$ cat config.mk
export PLATFORM = sky130hd
export DESIGN_NAME = clarvi_part_sequencer
export DESIGN_NICKNAME = d
export VERILOG_FILES = /design/src/rtl/clarvi_part_sequencer.sv
export SDC_FILE = /design/constraint.sdc
export NUM_CORES = 1
export LEC_CHECK = 0
export ABC_AREA = 1
export CAP_MARGIN = 0
export CELL_PAD_IN_SITES_DETAIL_PLACEMENT = 0
export CELL_PAD_IN_SITES_GLOBAL_PLACEMENT = 1
export CORE_UTILIZATION = 26
export CTS_BUF_LIST = sky130_fd_sc_hd__clkbuf_4
export CTS_CLUSTER_DIAMETER = 120
export DETAILED_ROUTE_END_ITERATION = 16
export PLACE_DENSITY_LB_ADDON = 0.2
export SLEW_MARGIN = 30
export SYNTH_ARGS = -nofsm -noshare
export SYNTH_HDL_FRONTEND = slang
export SYNTH_SLANG_ARGS = --single-unit
$ cat constraint.sdc
create_clock -name clock -period 2.5 [get_ports clock]
set_input_delay 0.25 -clock clock [delete_from_list [all_inputs] [get_ports clock]]
set_output_delay 0.25 -clock clock [all_outputs]
set_load 0.005 [all_outputs]
$ cat src/rtl/clarvi_part_sequencer.sv
// -----------------------------------------------------------------------------
// clarvi_part_sequencer
//
// Steps a byte-serial ALU through the eight byte parts of one instruction.
// An accepted instruction runs for exactly eight non-held cycles (step 0..7).
// The byte index for each step depends on the latched part order. A new
// instruction may be accepted on step 7, so back-to-back instructions run
// with no bubble cycles between them.
//
// Optional feature: define CLARVI_SEQ_PERF_CNT_EN to build a free-running
// count of RUN cycles on busy_cycles. When it is not defined, busy_cycles is
// tied to zero and no counter register exists.
//
// Ports
//   clock        in   rising-edge clock for all state
//   reset        in   synchronous, active-low reset
//   in_valid     in   new instruction offered
//   in_ready     out  offered instruction is accepted this cycle
//   in_order     in   part order: 00 asc, 01 desc, 10 rshift32, 11 as asc
//   in_is32      in   instruction is a 32-bit (W) op
//   hold         in   downstream stall, freezes sequencing
//   flush        in   abort the in-flight instruction
//   part         out  byte part index for the ALU
//   is32         out  latched in_is32 of the in-flight instruction
//   alu_stall    out  ALU state-update inhibit
//   first        out  current cycle is step 0
//   last         out  current cycle is step 7
//   done         out  one-cycle pulse after an instruction completes
//   busy_cycles  out  RUN-cycle count (zero unless the perf macro is set)
// -----------------------------------------------------------------------------
module clarvi_part_sequencer #(
    parameter int PERF_W = 32
) (
    input  logic              clock,
    input  logic              reset,
    input  logic              in_valid,
    output logic              in_ready,
    input  logic [1:0]        in_order,
    input  logic              in_is32,
    input  logic              hold,
    input  logic              flush,
    output logic [2:0]        part,
    output logic              is32,
    output logic              alu_stall,
    output logic              first,
    output logic              last,
    output logic              done,
    output logic [PERF_W-1:0] busy_cycles
);

    typedef enum logic {
        IDLE = 1'b0,
        RUN  = 1'b1
    } state_t;

    state_t     state_reg, state_next;
    logic [2:0] step_reg,  step_next;
    logic [1:0] order_reg, order_next;
    logic       is32_reg,  is32_next;
    logic       done_reg,  done_next;
    logic       accept;

    // -------------------------------------------------------------------------
    // State register
    // -------------------------------------------------------------------------
    always_ff @(posedge clock) begin
        if (!reset) begin
            state_reg <= IDLE;
            step_reg  <= 3'd0;
            order_reg <= 2'b00;
            is32_reg  <= 1'b0;
            done_reg  <= 1'b0;
        end else begin
            state_reg <= state_next;
            step_reg  <= step_next;
            order_reg <= order_next;
            is32_reg  <= is32_next;
            done_reg  <= done_next;
        end
    end

    // -------------------------------------------------------------------------
    // Next-state and handshake logic
    // -------------------------------------------------------------------------
    always_comb begin
        // Ready is forced low during reset and flush so neither can race an
        // accept into the state register.
        in_ready = reset && !flush &&
                   ((state_reg == IDLE) ||
                    ((state_reg == RUN) && (step_reg == 3'd7) && !hold));
        accept   = in_valid && in_ready;

        state_next = state_reg;
        step_next  = step_reg;
        order_next = order_reg;
        is32_next  = is32_reg;
        done_next  = 1'b0;

        if (flush) begin
            // Flush wins over hold and accept, and never produces done.
            state_next = IDLE;
            step_next  = 3'd0;
        end else if (accept) begin
            state_next = RUN;
            step_next  = 3'd0;
            order_next = in_order;
            is32_next  = in_is32;
            // Accepting in RUN only happens on an unheld step 7, which is
            // also the completion of the previous instruction.
            done_next  = (state_reg == RUN);
        end else if ((state_reg == RUN) && !hold) begin
            if (step_reg == 3'd7) begin
                state_next = IDLE;
                step_next  = 3'd0;
                done_next  = 1'b1;
            end else begin
                step_next  = step_reg + 3'd1;
            end
        end
    end

    // -------------------------------------------------------------------------
    // Part index: descending is the bitwise complement of the step, and
    // rshift32 complements only the low two bits (3,2,1,0,7,6,5,4).
    // -------------------------------------------------------------------------
    always_comb begin
        part = 3'd0;
        if (state_reg == RUN) begin
            case (order_reg)
                2'b01:   part = ~step_reg;
                2'b10:   part = {step_reg[2], ~step_reg[1:0]};
                default: part = step_reg;
            endcase
        end
    end

    assign is32      = is32_reg;
    assign done      = done_reg;
    assign alu_stall = (state_reg == IDLE) || hold;
    assign first     = (state_reg == RUN) && (step_reg == 3'd0);
    assign last      = (state_reg == RUN) && (step_reg == 3'd7);

    // -------------------------------------------------------------------------
    // Optional RUN-cycle counter; counts held cycles too and survives flush.
    // -------------------------------------------------------------------------
`ifdef CLARVI_SEQ_PERF_CNT_EN
    logic [PERF_W-1:0] busy_reg;

    always_ff @(posedge clock) begin
        if (!reset) begin
            busy_reg <= '0;
        end else if (state_reg == RUN) begin
            busy_reg <= busy_reg + PERF_W'(1);
        end
    end

    assign busy_cycles = busy_reg;
`else
    assign busy_cycles = '0;
`endif

endmodule

Word level (Yosys, flattened, before mapping). Index checks and enable logic that the tools add are counted.

Output and inout bits: 41. Memories: 0. RAM bits: 0. Latch bits: 0. Register bits after elaboration: 8. Memory bits (read-only): 0. Logic and storage cells: 41. Input bits: 8.

Order comparisons: 0. Mux-type cells: 9. Reductions and logical operators: 18. Shift operators: 0. $add $sub $neg: 1. $mul: 0. Bitwise logic cells: 5. Equality and inequality tests: 3. Div/mod/pow operators: 0.

Operators with widths (number): $logic_and 1x1->1 (7); $mux 1 (6); $mux 3 (2); $pmux 3 s2 (1); $reduce_and 2->1 (2); $reduce_bool 2->1 (2); $add 3x1->3 const B (1); $eq 3x3->1 const B (1); $logic_not 3->1 (1); $not 1->1 (3); $not 3->3 (1); $reduce_or 3->1 (1); $eq 2x1->1 const B (1); $eq 2x2->1 const B (1); $logic_not 1->1 (2); $logic_or 1x1->1 (2); $not 2->2 (1); $reduce_or 2->1 (1).

Depth between registers and ports, before layout. Gate-level depths: netlist of the first run.

Depth after elaboration: 8. Depth in mapped cells: 8. Gate-level depth less buffers: 8.

Least setup slack after synthesis of the first run. OpenSTA, ideal clock, no wires.

Path type: register to output. Start point: register step_reg[0]. End point: output port in_ready. Setup slack: 1.217 ns. Data required time: 2.250 ns. Cell stages (with the launch flop): 7. Path buffers: 0. Arrival time: 1.033 ns. Cells stage by stage: dfxtp_1 -> ha_1 -> ha_1 -> inv_2 -> o21ai_4 -> inv_1 -> nor2_1.

Longest elaborated chain between the ends: 5.

Ends and longest elaborated chain: from (decl) (RTL line 57) `logic [2:0] step_reg, step_next;`; from (signal assigned) (RTL line 75) `step_reg <= step_next;`; $eq 3x3->1 (RTL line 90) `((state_reg == RUN) && (step_reg == 3'd7) && !hold));`; $logic_and 1x1->1 (2 in a row) (RTL line 90); $logic_or 1x1->1 (RTL line 89) `((state_reg == IDLE) ||`; $logic_and 1x1->1 (RTL line 88) `in_ready = reset && !flush &&`; to (decl) (RTL line 37) `output logic in_ready,`.

Every way passes these cells.

Worst setup path after layout of the first run.
Start point: register step_reg[1]. End point: output port in_ready.

Same word-level chain as after synthesis.

==> metrics.md, run 1 <==
| Metric | Value |
|---|---|
| Worst Setup Start Kind | `flip-flop` |
| H-Tree Depth | `1` |
| Initial antenna violation count | `0` |
| TritonCTS Buffers | `3` |
| GRT busiest layer | `met2` |
| Maximum clock rate | `0.466 GHz` |
| Max FFs per register | `3` |
| Worst IR Drop VDD | `0.000141 V` |
| Post-CTS sizing | `0` |
| First-pass GRT wire length | `2010 um` |
| Starting Density | `27.5%` |
| Final wirelength | `1210 um` |
| Gate Count Post-Synth | `106` |
| Met1 usage in global routing | `9.53%` |
| FP Rows | `19` |
| Slew Limit Fails | `0` |
| Vias in the first global route | `487` |
| Setup TNS Final | `0 ns` |
| Ant diodes | `0` |
| Worst reg2reg startpoint | `step_reg[1]$_SDFFE_PP0P_` |
| Yosys reg bits | `8` |
| Max cap viols | `0` |
| Placeable Area | `0.00278 mm2` |
| Status | `completed` |
| Initial DRC count | `7` |
| Die area | `0.00316 mm2` |
| Clk_lat worst skew | `0.25 ns` |
| PwrDens | `337 mW/mm2` |
| CP Max Fanout | `6` |
| Critical path startpoint | `step_reg[1]$_SDFFE_PP0P_` |
| DR pass1 iterations | `2` |
| Non-filler instance count after layout | `155` |
| CTS Root Buffer Type | `clkbuf_4` |
| Post-DR vias/cell | `3.62` |
| Sequential share of the synthesized area | `20.9%` |
| Cell Area, Synth | `764 um2` |
| Setup bufs post-CTS | `0` |
| HP Class | `reg -> reg` |
| Final period utilization | `85.9%` |
| Io pins | `49` |
| Setup CP Type | `reg -> out` |
| Final hold violations | `0` |
| TritonCTS clock tree | `yes` |
| DRC | `0` |
| # setup viols final | `0` |
| Share of cells above drive strength 1 | `8.87%` |
| Area delta synth->final | `12.8%` |
| Fin crit period | `2.15 ns` |
| Synth cell types | `18` |
| RSZ-0062 raised after global routing | `no` |
| Die width | `56.2 um` |
| Final nets | `139` |
| Synth warn | `0` |
| Cts hold-fix bufs | `0` |
| Die Y | `56.2 um` |
| Worst EP required | `2.25 ns` |
| Mean Syn Cell Area | `7.21 um2` |
| Largest net degree at the start of global routing | `8` |
| Hold_ws | `0.490 ns` |
| Remaining antenna violation count | `0` |
| Clock tree sinks | `8` |
| Input/output buffers | `16` |
| HP Start | `step_reg[1]$_SDFFE_PP0P_` |
| Power Total | `290 uW` |
| Met2 usage | `13.4%` |
| Finished Core Util | `31.0%` |
| DR vias | `561` |
| RePlAce Congestion | `0.788` |
| Dpl cells | `152` |
| CTS max path bufs | `2` |
| Worst-path clk slew | `0.06 ns` |
| Overall routing resource usage | `8.43%` |
| Worst EP arrival | `1.90 ns` |
| Static Leak | `0.000424 uW` |
| Met3 Usage GRT | `2.33%` |
| Setup crit end kind | `primary output` |
| Final Skew | `0.00337 ns` |
| Overflow after GRT | `0` |
| Dpl hpwl | `1010 um` |
| WL/cell | `7.77 um` |
[final cells by class]
type	instances	area, um2
fillers	315	1920
multi-input cells	78	409
well taps	31	38.8
inverters	19	71.3
clock buffers	3	22.5
flip-flops and latches	8	160
repair buffers	16	160
[logic make-up (layout without fill, tap and decap cells)]
| group | Yosys count | count (layout) | synth area share (%) |
|---|---|---|---|
| buffers and inverters | 51 | 38 | 40.8 |
| and+or+nand+nor | 29 | 29 | 20.3 |
| AOI/OAI and AO/OA | 12 | 12 | 9.33 |
| DFF | 8 | 8 | 20.9 |
| adders and majority gates | 5 | 5 | 8.18 |
| other | 1 | 32 | 0.491 |
[metrics by stage]
step | setup WS, ns | area [um2]
global placement | 0.523 | 840
floorplan | 1.22 | 881
global route | 0.204 | 862
finish | 0.354 | 862
detailed placement | 0.510 | 840
CTS | 0.329 | 862
[worst paths after layout]
path,to,depth (start not counted),slack [ns]
max,in_ready,7,0.35
min,step_reg[1]$_SDFFE_PP0P_,2,0.49
max reg2reg,order_reg[1]$_SDFFE_PN0P_,8,1.14
min reg2reg,step_reg[1]$_SDFFE_PP0P_,2,0.49
[critical path, stage by stage (launching register included)]
cell and delay [ns]:
dfxtp_1 0.36, ha_1 0.16, ha_1 0.18, inv_2 0.06, o21ai_4 0.21, inv_1 0.06, nor2_1 0.10, clkdlybuf4s50_1 0.51
[synthesized netlist by cell type]
master   count  area share (%)
nor3_1       1            0.65
nand2_1     13             6.4
buf_4       32              31
nand3_4      1             2.3
a21oi_1      7             4.6
nor2_8       1             2.6
inv_2        3             1.5
conb_1       1            0.49
dfxtp_1      8              21
nor2_2       1            0.82
o21ai_0      4             2.6
o21ai_4      1             2.1
inv_1       16             7.9
nand2_2      1            0.82
nand3_1      2             1.3
nand4_1      3             2.5
ha_1         5             8.2
nor2_1       6             2.9
[cell usage in the layout, fill, tap and decap left out, drive strengths merged]
| cell | netlist | layout |
|---|---|---|
| clkbuf | 0 | 3 |
| a21oi | 7 | 7 |
| ha | 5 | 5 |
| nor3 | 1 | 1 |
| conb | 1 | 32 |
| nand4 | 3 | 3 |
| nand2 | 14 | 14 |
| dfxtp | 8 | 8 |
| clkdlybuf4s50 | 0 | 16 |
| nand3 | 3 | 3 |
| nor2 | 8 | 8 |
| inv | 19 | 19 |
| o21ai | 5 | 5 |
[layer usage]
layer | wire length (um) | up-vias
met5 | 0 | -
met4 | 24 | 0
met3 | 67 | 2
met2 | 579 | 21
met1 | 534 | 240
li1 | - | 298
[power breakdown]
part | switching, uW | total (uW) | internal, uW
clock | 45.5 | 101 | 55.1
sequential | 2.16 | 133 | 131
combinational | 33.9 | 57.2 | 23.3
Note: power is estimated with default switching activity, not from simulation.
==> inputs of run 2 (changes only) <==
- CTS_CLUSTER_SIZE: unset -> 10
==> results of run 2 <==
The final DEF is identical to that of run 1; final timing and power are the same.
